**src/rtl/trng_health_monitor.sv**
```systemverilog
// trng_health_monitor: RCT/APT continuous health tests with start-up gating and sticky alarms.
module trng_health_monitor #(
  parameter int RCT_CUTOFF = 34,
  parameter int APT_WINDOW = 512,
  parameter int APT_CUTOFF = 410
) (
  input  logic clk,
  input  logic rst_n,
  input  logic bit_valid,
  input  logic bit_in,
  input  logic clear_alarm,
  output logic bit_out,
  output logic bit_out_valid,
  output logic rct_alarm,
  output logic apt_alarm,
  output logic alarm,
  output logic ready
);
  localparam int RW = $clog2(RCT_CUTOFF + 1);
  localparam int AW = $clog2(APT_WINDOW + 1);
  localparam logic [RW-1:0] RMAX = RW'(RCT_CUTOFF);
  localparam logic [AW-1:0] WMAX = AW'(APT_WINDOW);
  localparam logic [AW-1:0] AMAX = AW'(APT_CUTOFF);
  logic [RW-1:0] run_cnt_q, run_cnt_d;
  logic [AW-1:0] win_cnt_q, win_cnt_d, apt_cnt_q, apt_cnt_d;
  logic last_bit_q, ref_bit_q, ref_bit_d;
  logic new_win, rct_d, apt_d, pass, ready_d;
  // run_cnt == 0 marks the first sample since reset or clear
  always_comb begin
    run_cnt_d = (run_cnt_q == '0 || bit_in != last_bit_q) ? RW'(1) :
                (run_cnt_q == RMAX) ? RMAX : run_cnt_q + 1'b1;
    new_win   = win_cnt_q == '0 || win_cnt_q == WMAX;
    win_cnt_d = new_win ? AW'(1) : win_cnt_q + 1'b1;
    apt_cnt_d = new_win ? AW'(1) :
                (bit_in == ref_bit_q && apt_cnt_q != AMAX) ? apt_cnt_q + 1'b1 : apt_cnt_q;
    ref_bit_d = new_win ? bit_in : ref_bit_q;
    rct_d     = rct_alarm | (run_cnt_d == RMAX);
    apt_d     = apt_alarm | (apt_cnt_d == AMAX);
    pass      = ready & ~rct_d & ~apt_d;
    ready_d   = ~(rct_d | apt_d) & (ready | (win_cnt_d == WMAX));
  end
  always_ff @(posedge clk or negedge rst_n) begin
    if (!rst_n) begin
      run_cnt_q     <= '0;
      win_cnt_q     <= '0;
      apt_cnt_q     <= '0;
      last_bit_q    <= 1'b0;
      ref_bit_q     <= 1'b0;
      bit_out       <= 1'b0;
      bit_out_valid <= 1'b0;
      rct_alarm     <= 1'b0;
      apt_alarm     <= 1'b0;
      alarm         <= 1'b0;
      ready         <= 1'b0;
    end else if (clear_alarm) begin
      run_cnt_q     <= '0;
      win_cnt_q     <= '0;
      apt_cnt_q     <= '0;
      bit_out_valid <= 1'b0;
      rct_alarm     <= 1'b0;
      apt_alarm     <= 1'b0;
      alarm         <= 1'b0;
      ready         <= 1'b0;
    end else if (bit_valid) begin
      run_cnt_q     <= run_cnt_d;
      win_cnt_q     <= win_cnt_d;
      apt_cnt_q     <= apt_cnt_d;
      last_bit_q    <= bit_in;
      ref_bit_q     <= ref_bit_d;
      bit_out       <= pass ? bit_in : bit_out;
      bit_out_valid <= pass;
      rct_alarm     <= rct_d;
      apt_alarm     <= apt_d;
      alarm         <= rct_d | apt_d;
      ready         <= ready_d;
    end else begin
      bit_out_valid <= 1'b0;
    end
  end
endmodule
```
**config.mk**
```make
export PLATFORM = sky130hd
export DESIGN_NAME = trng_health_monitor
export DESIGN_NICKNAME = d
export VERILOG_FILES = /design/src/rtl/trng_health_monitor.sv
export SDC_FILE = /design/constraint.sdc
export NUM_CORES = 1
export LEC_CHECK = 0
export ABC_AREA = 1
export CAP_MARGIN = 10
export CORE_MARGIN = 2
export CORE_UTILIZATION = 40
export DETAILED_ROUTE_END_ITERATION = 8
export PLACE_DENSITY = 0.62
export SYNTH_ARGS = -nofsm -noshare
export SYNTH_HDL_FRONTEND = slang
export SYNTH_SLANG_ARGS = --single-unit
```
**constraint.sdc**
```tcl
create_clock -name clk -period 1.69 [get_ports clk]
set_clock_uncertainty 0.05 [all_clocks]
set_input_delay 0.4225 -clock clk [delete_from_list [all_inputs] [get_ports clk]]
set_output_delay 0.4225 -clock clk [all_outputs]
set_load 0.01 [all_outputs]
```
Word-level counts from Yosys, hierarchy flattened
Cells that the tools add are included.

storage, ports and cells
  word-level logic and storage cells = 63
  bits of input ports = 5
  register bits after elaboration = 34

operators by class
  reduce and logical (&&, ||, !) cells = 9
  equality and inequality tests = 8
  $add $sub $neg = 3
  bitwise logic cells = 11
  multiplexer cells = 21

operators with widths
  operator                                                                   number
  10-bit two-way mux                                                         7
  6-bit two-way mux                                                          4
  10-bit by 1-bit adder with 10-bit output (second input constant)           2
  10-bit == test (second input constant)                                     2
  6-bit == test (second input constant)                                      2
  10-bit by 9-bit == test with 1-bit output (second input constant)          1
  10-bit logical NOT                                                         1
  1-bit two-way mux                                                          10
  10-bit by 9-bit inequality test with 1-bit output (second input constant)  1
  6-bit by 1-bit adder with 6-bit output (second input constant)             1
  6-bit logical NOT                                                          1
  3-bit AND reduction                                                        2
  1-bit NOT                                                                  4
  1-bit bitwise OR                                                           4
  1-bit bitwise AND                                                          3
  1-bit logical OR                                                           2
  2-bit AND reduction                                                        1
  2-bit nonzero test                                                         1
  1-bit == test                                                              1
  1-bit logical AND                                                          1
  1-bit inequality test                                                      1

Depth between registers and ports, before layout
Gate-level depths: netlist (run 1).

  depth in word-level cells = 11
  depth in mapped cells = 15
  gate-level depth less buffers = 14

Worst setup path before layout (run 1)
No wires, ideal clock.

  kind = flip-flop to flip-flop
  start point = reg apt_cnt_q[0]
  end point = reg ready
  data required time = 1.514 ns
  arrival = 1.581 ns
  setup slack = -0.067 ns
  path buffers = 1
  stages on the path, launching flop included = 15
  period minus slack after synthesis = 1.757 ns
  cells stage by stage = dfrtp_1 inv_1 ha_1 nand2_1 nor2_2 nand3_2 buf_6 nand3_2 nand2_1 nor2_1 nand2_1 nor2_2 nand3_2 nand3_2 nand3_1

between the ends
  word-level cells in the longest chain between the ends = 11
  elaborated cells between the ends (all ways) = 12

RTL lines
  what                                                                              line  text
  start, declared                                                                   25    logic [AW-1:0] win_cnt_q, win_cnt_d, apt_cnt_q, apt_cnt_d;
  start signal, assigned                                                            67    apt_cnt_q <= apt_cnt_d;
  branches (longest 2 deep; another with 10-bit by 1-bit adder with 10-bit output)  -
  10-bit two-way mux *                                                              35    (bit_in == ref_bit_q && apt_cnt_q != AMAX) ? apt_cnt_q + 1'b1 : apt_cnt_q;
  10-bit two-way mux *                                                              34    apt_cnt_d = new_win ? AW'(1) :
  10-bit by 9-bit == test with 1-bit output *                                       38    apt_d = apt_alarm | (apt_cnt_d == AMAX);
  1-bit bitwise OR *                                                                38
  1-bit bitwise OR *                                                                40    ready_d = ~(rct_d | apt_d) & (ready | (win_cnt_d == WMAX));
  1-bit NOT *                                                                       40
  1-bit bitwise AND *                                                               40
  1-bit two-way mux *                                                               64    end else if (bit_valid) begin
  1-bit two-way mux *                                                               55    end else if (clear_alarm) begin
  end signal, assigned                                                              75    ready <= ready_d;
  end, declared                                                                     17    output logic ready

Every way passes the cells marked *. The select of a mux whose other input is x is not followed.
A chain may end at the register's enable or synchronous reset.

Worst setup path after layout (run 1)
Same ends and word-level chain as after synthesis.

==> results.ini, run 1 <==
[logic_synthesis]
syn_nets = 305
netlist_area_um2 = 2150
synthFlopType = dfrtp_1
synth_warnings = 0
ys_seq_area_share_pct = 39.7
synth.avg_cell_area_um2 = 7.32
synth_edf_count = 0
synth_cell_types = 25
ys_seq_elements = 34
ys_async_sr_fraction_pct = 100
synthCells = 293

[critical_path]
path_class = reg -> reg
cp-startpoint = apt_cnt_q[0]$_DFFE_PN0P_
crit_path_max_fanout = 6
required_ns = 1.81
r2r-start = apt_cnt_q[0]$_DFFE_PN0P_
rr_worst_depth = 14
crit_arrival_ns = 2.00
rrSetupSlack_ns = -0.19
end_kind = flip-flop
start_kind = flip-flop

[timing]
max_freq_mhz = 533
period_share_pct = 111
hold_viol_final = 0
worst_pin_slew_ns = 0.288
finalCriticalPeriod_ns = 1.88
rsz0062_at_grt = true
worst_slack_ns = -0.188
setup_violations = 7
slew_violations = 0
slew_headroom_pct = 80.7

[drt]
wl_per_cell_um = 13.1
detail-route-antenna-nets = 0
route.detailed.drc = 0
viasPerCell = 5.01
vias = 2276
drt-initial-drc-count = 80
detail_route.first_pass.iterations = 7
wirelength_um = 5950

[global_routing]
grt_pass1_vias = 2184
grt_pass1_wl_um = 9720
grt_max_degree = 35
grt.total_usage_pct = 20.0
overflow = 0
grt_antenna_before_repair = 0

[clocking]
clk_latency_ns = 0.28
path_clk_slew_ns = 0.07
cts_tree = yes
clockRootBuffer = clkbuf_8
htree_levels = 2
cts_sinks = 34
numCtsBuffers = 5
clk_path_buf_depth = 2

[cells_and_area]
area_growth_pct = 49.5
drive_gt1_share_pct = 35.7
instances_no_fill = 454
fin_nets = 396
layout_common_cells = buf_4 (76), nand2_1 (59), inv_1 (41)
fillers = 456
mostFrequentLayoutCell = buf_4
antennaDiodeCount = 0

[place]
place_congestion = 0.875
pre_cts_ws_ns = -0.605
portBuffers = 10
place_inst = 438
post-dp-hpwl_um = 4110

[outcome]
run_status = complete, but fails checks
violations = negative setup slack

[die]
coreArea_um2 = 5140
rows = 26
io_pins = 11
fp.dieArea_um2 = 5970
die_x_um = 77.2
start_util_pct = 41.7
die_y_um = 77.2

[job]
drv_cap = 0

[power]
max-vdd-ir-drop_mv = 0.299
power.density_nw_per_um2 = 546
p_leak_nw = 1.55

[hold_path]
min_path_cells = 2
hp-class = reg -> reg
hp-start = alarm$_DFFE_PN0P_

critical path: stages (launching register included):
cell and delay (ns):
dfrtp_1 0.39, inv_2 0.08, ha_4 0.13, nand2_4 0.04, nor2_4 0.10, nand3_4 0.12, buf_6 0.17, nand2_4 0.06
nand2_1 0.05, nand2_1 0.08, nand2_2 0.08, nor2_4 0.13, nand3_4 0.12, nand3_4 0.11, nand3_2 0.06
kinds of logic (layout without fill, tap and decap cells):
group	Yosys count	in the layout	synth area share [%]
and+or+nand+nor	152	152	32.7
buffers and inverters	53	144	10.1
AOI/OAI and AO/OA	40	40	10.6
DFF	34	34	39.7
adders and majority gates	7	7	4.08
xor gates and xnor gates	7	7	2.86
layer usage:
metal	track usage [%]	vias up	routed length [um]
met5	0	-	0
met4	5.89	0	99
met3	2.94	12	218
met2	35.1	42	3080
met1	25.2	1081	2550
li1	-	1141	-
worst paths after layout:
check	to
worst max-delay path	ready$_DFFE_PN0P_
worst min-delay path	alarm$_DFFE_PN0P_
worst max register to register	ready$_DFFE_PN0P_
worst min register to register	alarm$_DFFE_PN0P_
max in group asynchronous	apt_alarm$_DFFE_PN0P_
min in group asynchronous	apt_cnt_q[5]$_DFFE_PN0P_
final cells by class:
class | instances | area, um2 | share of cell area (%)
multi-input cells | 206 | 1270 | 39.7
well taps | 70 | 87.6 | 2.73
inverters | 47 | 178 | 5.54
repair buffers | 90 | 739 | 23.0
flip-flops and latches | 34 | 852 | 26.6
clock buffers | 7 | 76.3 | 2.38
Yosys cell counts (3+ instances only):
library cell	number	share of area [%]
xor2_1	6	2.4
o21ai_0	15	3.5
nand4_1	12	3.5
ha_1	7	4.1
inv_1	44	7.7
clkbuf_1	3	0.52
nand3_1	26	6.1
nor2_2	4	1.2
a21oi_1	6	1.4
nand2_2	3	0.87
nor2_1	28	4.9
nand3_2	5	2.3
nor3_1	4	0.93
nand2_1	68	12
o22ai_1	17	5.0
dfrtp_1	34	40
repair_timing:
action	CTS	global route
endpoints found under the hold margin	0	0
setup endpoints to repair	10	15
hold buffers	0	0
pin swaps	12	12
setup buffers	6	3
resized for setup	19	38
flip-flops by register name, indices dropped and copies added (netlist names):
name / count
apt_cnt_q: 10
win_cnt_q: 10
run_cnt_q: 6
alarm: 1
apt_alarm: 1
bit_out: 1
bit_out_valid: 1
last_bit_q: 1
rct_alarm: 1
ready: 1
ref_bit_q: 1
through the flow:
| step | hold WS, ns | instance area [um2] | TNS (ns) | utilization (%) | power, mW |
|---|---|---|---|---|---|
| floorplan | 0.0769 | 2150 | -0.0603 | - | 1.01 |
| global placement | 0.415 | 2850 | -8.16 | 55.5 | 1.15 |
| detailed placement | 0.420 | 2850 | -8.78 | 55.5 | 1.15 |
| CTS | 0.441 | 3040 | -0.889 | 59.1 | 1.75 |
| global route | 0.463 | 3210 | -1.79 | 62.4 | 1.83 |
| finish | 0.438 | 3210 | -0.984 | 62.4 | 1.75 |
report_power, final:
part           switching [mW]  leakage (nW)  internal [mW]  total (mW)
clock                   0.289        0.0383          0.284       0.573
sequential             0.0165         0.464          0.832       0.849
combinational           0.178          1.05          0.152       0.330
total                   0.483          1.55           1.27        1.75
No activity file was read; power rests on OpenSTA's default activity.
==> run 2: changes to the inputs <==
--- a/config.mk
+++ b/config.mk
@@ -7,7 +7,6 @@
 export LEC_CHECK = 0
 export ABC_AREA = 1
 export CAP_MARGIN = 10
-export CORE_MARGIN = 2
 export CORE_UTILIZATION = 40
 export DETAILED_ROUTE_END_ITERATION = 8
 export PLACE_DENSITY = 0.62
==> run 2 against run 1 <==
The flow still finishes with violations (negative setup slack). Sequential share of layout area grew 0.82 points. Worst hold slack worse by 0.0075 ns. Final area decreased by 3.0%. Via count decreased by 2.5%. Register-to-register slack worse by 0.02 ns. Total power increased by 4.2%. Sequential power is essentially flat. Critical path depth down 2. First-iteration DRC count grew 66%. Utilization is 1.9 points lower. Combinational power up 2%. Die area fell by 5.1%. Critical endpoint is now bit_out$_DFFE_PN0P_. Highest routed layer unchanged.
==> results.ini, run 2 (synthesis results as in run 1) <==
[outcome]
run_status = complete, but fails checks
violations = negative setup slack

[clocking]
clockRootBuffer = clkbuf_8
htree_levels = 2
cts_tree = yes
path_clk_slew_ns = 0.07
clk_latency_ns = 0.29
numCtsBuffers = 5
cts_hold_buf = 0
clk_path_buf_depth = 2
cts_sinks = 34

[critical_path]
crit_path_max_fanout = 4
crit_arrival_ns = 2.04
end_kind = flip-flop
path_class = reg -> reg
required_ns = 1.83
start_kind = flip-flop

[power]
max-vdd-ir-drop_mv = 0.452
p_leak_nw = 1.51
power.density_nw_per_um2 = 586

[die]
die_x_um = 75.2
coreArea_um2 = 5140
fp.dieArea_um2 = 5660
start_util_pct = 41.7
io_pins = 11
rows = 26
die_y_um = 75.2

[drt]
wl_per_cell_um = 13.3
route.detailed.drc = 0
viasPerCell = 5.00
detail-route-antenna-nets = 0
vias = 2220
wirelength_um = 5900
drt-initial-drc-count = 133
detail_route.first_pass.iterations = 6

[place]
pre_cts_ws_ns = -0.611
place_inst = 430
portBuffers = 10
post-dp-hpwl_um = 4070
place_congestion = 0.902

[cells_and_area]
fin_nets = 385
instances_no_fill = 444
area_growth_pct = 45.0
drive_gt1_share_pct = 33.2
utilization_pct = 60.5
reg_top3 = apt_cnt_q: 10 flops, win_cnt_q: 10 flops, run_cnt_q: 6 flops
layout_common_cells = nand2_1 (62), buf_4 (62), inv_1 (40)
fillers = 473
antennaDiodeCount = 0

[timing]
slew_headroom_pct = 75.8
period_share_pct = 112
tns_ns = -0.817
timing.hold.ws_ns = 0.431
max_freq_mhz = 526
slew_violations = 0
finalCriticalPeriod_ns = 1.90
worst_pin_slew_ns = 0.362
hold_viol_final = 0
rsz0062_at_grt = true
worst_slack_ns = -0.211
setup_violations = 6

[job]
drv_cap = 0

[global_routing]
overflow = 0
grt_pass1_vias = 2084
grt_antenna_before_repair = 0
grt_pass1_wl_um = 9390
grt.total_usage_pct = 22.5
grt_max_degree = 35

[hold_path]
hp-class = reg -> reg

[run 2: cell count changes in the layout (fill, tap and decap cells not counted), moves of 3 or more]
cell	delta
nand2_1	+3
buf_4	-14
nor2_1	+5
nor2_4	-4
[run 2: per-layer routing]
layer / track usage, % / share of wire, % / up-vias
li1: - / - / 1125
met1: 27.8 / 45 / 1026
met2: 37.2 / 50 / 53
met3: 4.95 / 3.4 / 16
met4: 11.1 / 2.3 / 0
met5: 0 / 0 / -
[run 2: per-stage QoR]
stage                     power (mW)  instance area (um2)
final                           1.82                 3110
after global placement          1.15                 2790
after global routing            1.91                 3110
after floorplan                 1.01                 2150
after CTS                       1.81                 2970
after detailed placement        1.15                 2790
[run 2: path summary, 6_finish.rpt]
check	start	to	slack [ns]	depth (start not counted)
worst max-delay path	run_cnt_q[1]$_DFFE_PN0P_	bit_out$_DFFE_PN0P_	-0.21	12
worst min-delay path	alarm$_DFFE_PN0P_	alarm$_DFFE_PN0P_	0.43	2
worst max register to register	run_cnt_q[1]$_DFFE_PN0P_	bit_out$_DFFE_PN0P_	-0.21	12
worst min register to register	alarm$_DFFE_PN0P_	alarm$_DFFE_PN0P_	0.43	2
min in group asynchronous	rst_n	apt_cnt_q[2]$_DFFE_PN0P_	0.45	2
max in group asynchronous	rst_n	apt_cnt_q[1]$_DFFE_PN0P_	0.95	2
[run 2: worst max-delay path, stage by stage (launching register included)]
cell and delay (ns):
dfrtp_1 0.40, buf_4 0.15, ha_1 0.19, xor2_1 0.14, nand2_1 0.07, nor2_1 0.09, inv_1 0.06, nand2_1 0.06
nor2_1 0.05, a21oi_2 0.27, nand3_4 0.13, nand2_2 0.09, nand2_1 0.05
[run 2: cell type report]
cell class	instances	area [um2]	area share, %
sequential	34	852	27.4
timing repair buffer	78	654	21.0
tap	70	87.6	2.81
multi-input combinational	207	1250	40.2
inverter	47	176	5.67
clock buffer	7	86.3	2.77
clock inverter	1	5.00	0.161
[run 2: power by group]
part	switching [mW]	internal, mW	leakage (nW)
combinational	0.184	0.152	1.00
sequential	0.0169	0.832	0.464
clock	0.311	0.329	0.0482
total	0.512	1.31	1.51
[run 2: repair_timing]
action | 4_1_cts | 5_1_grt
hold endpoints to repair | 0 | 0
setup buffers | 11 | 2
setup endpoints to repair | 10 | 21
resized for setup | 15 | 35
gates cloned | 1 | 0
pin swaps | 12 | 15
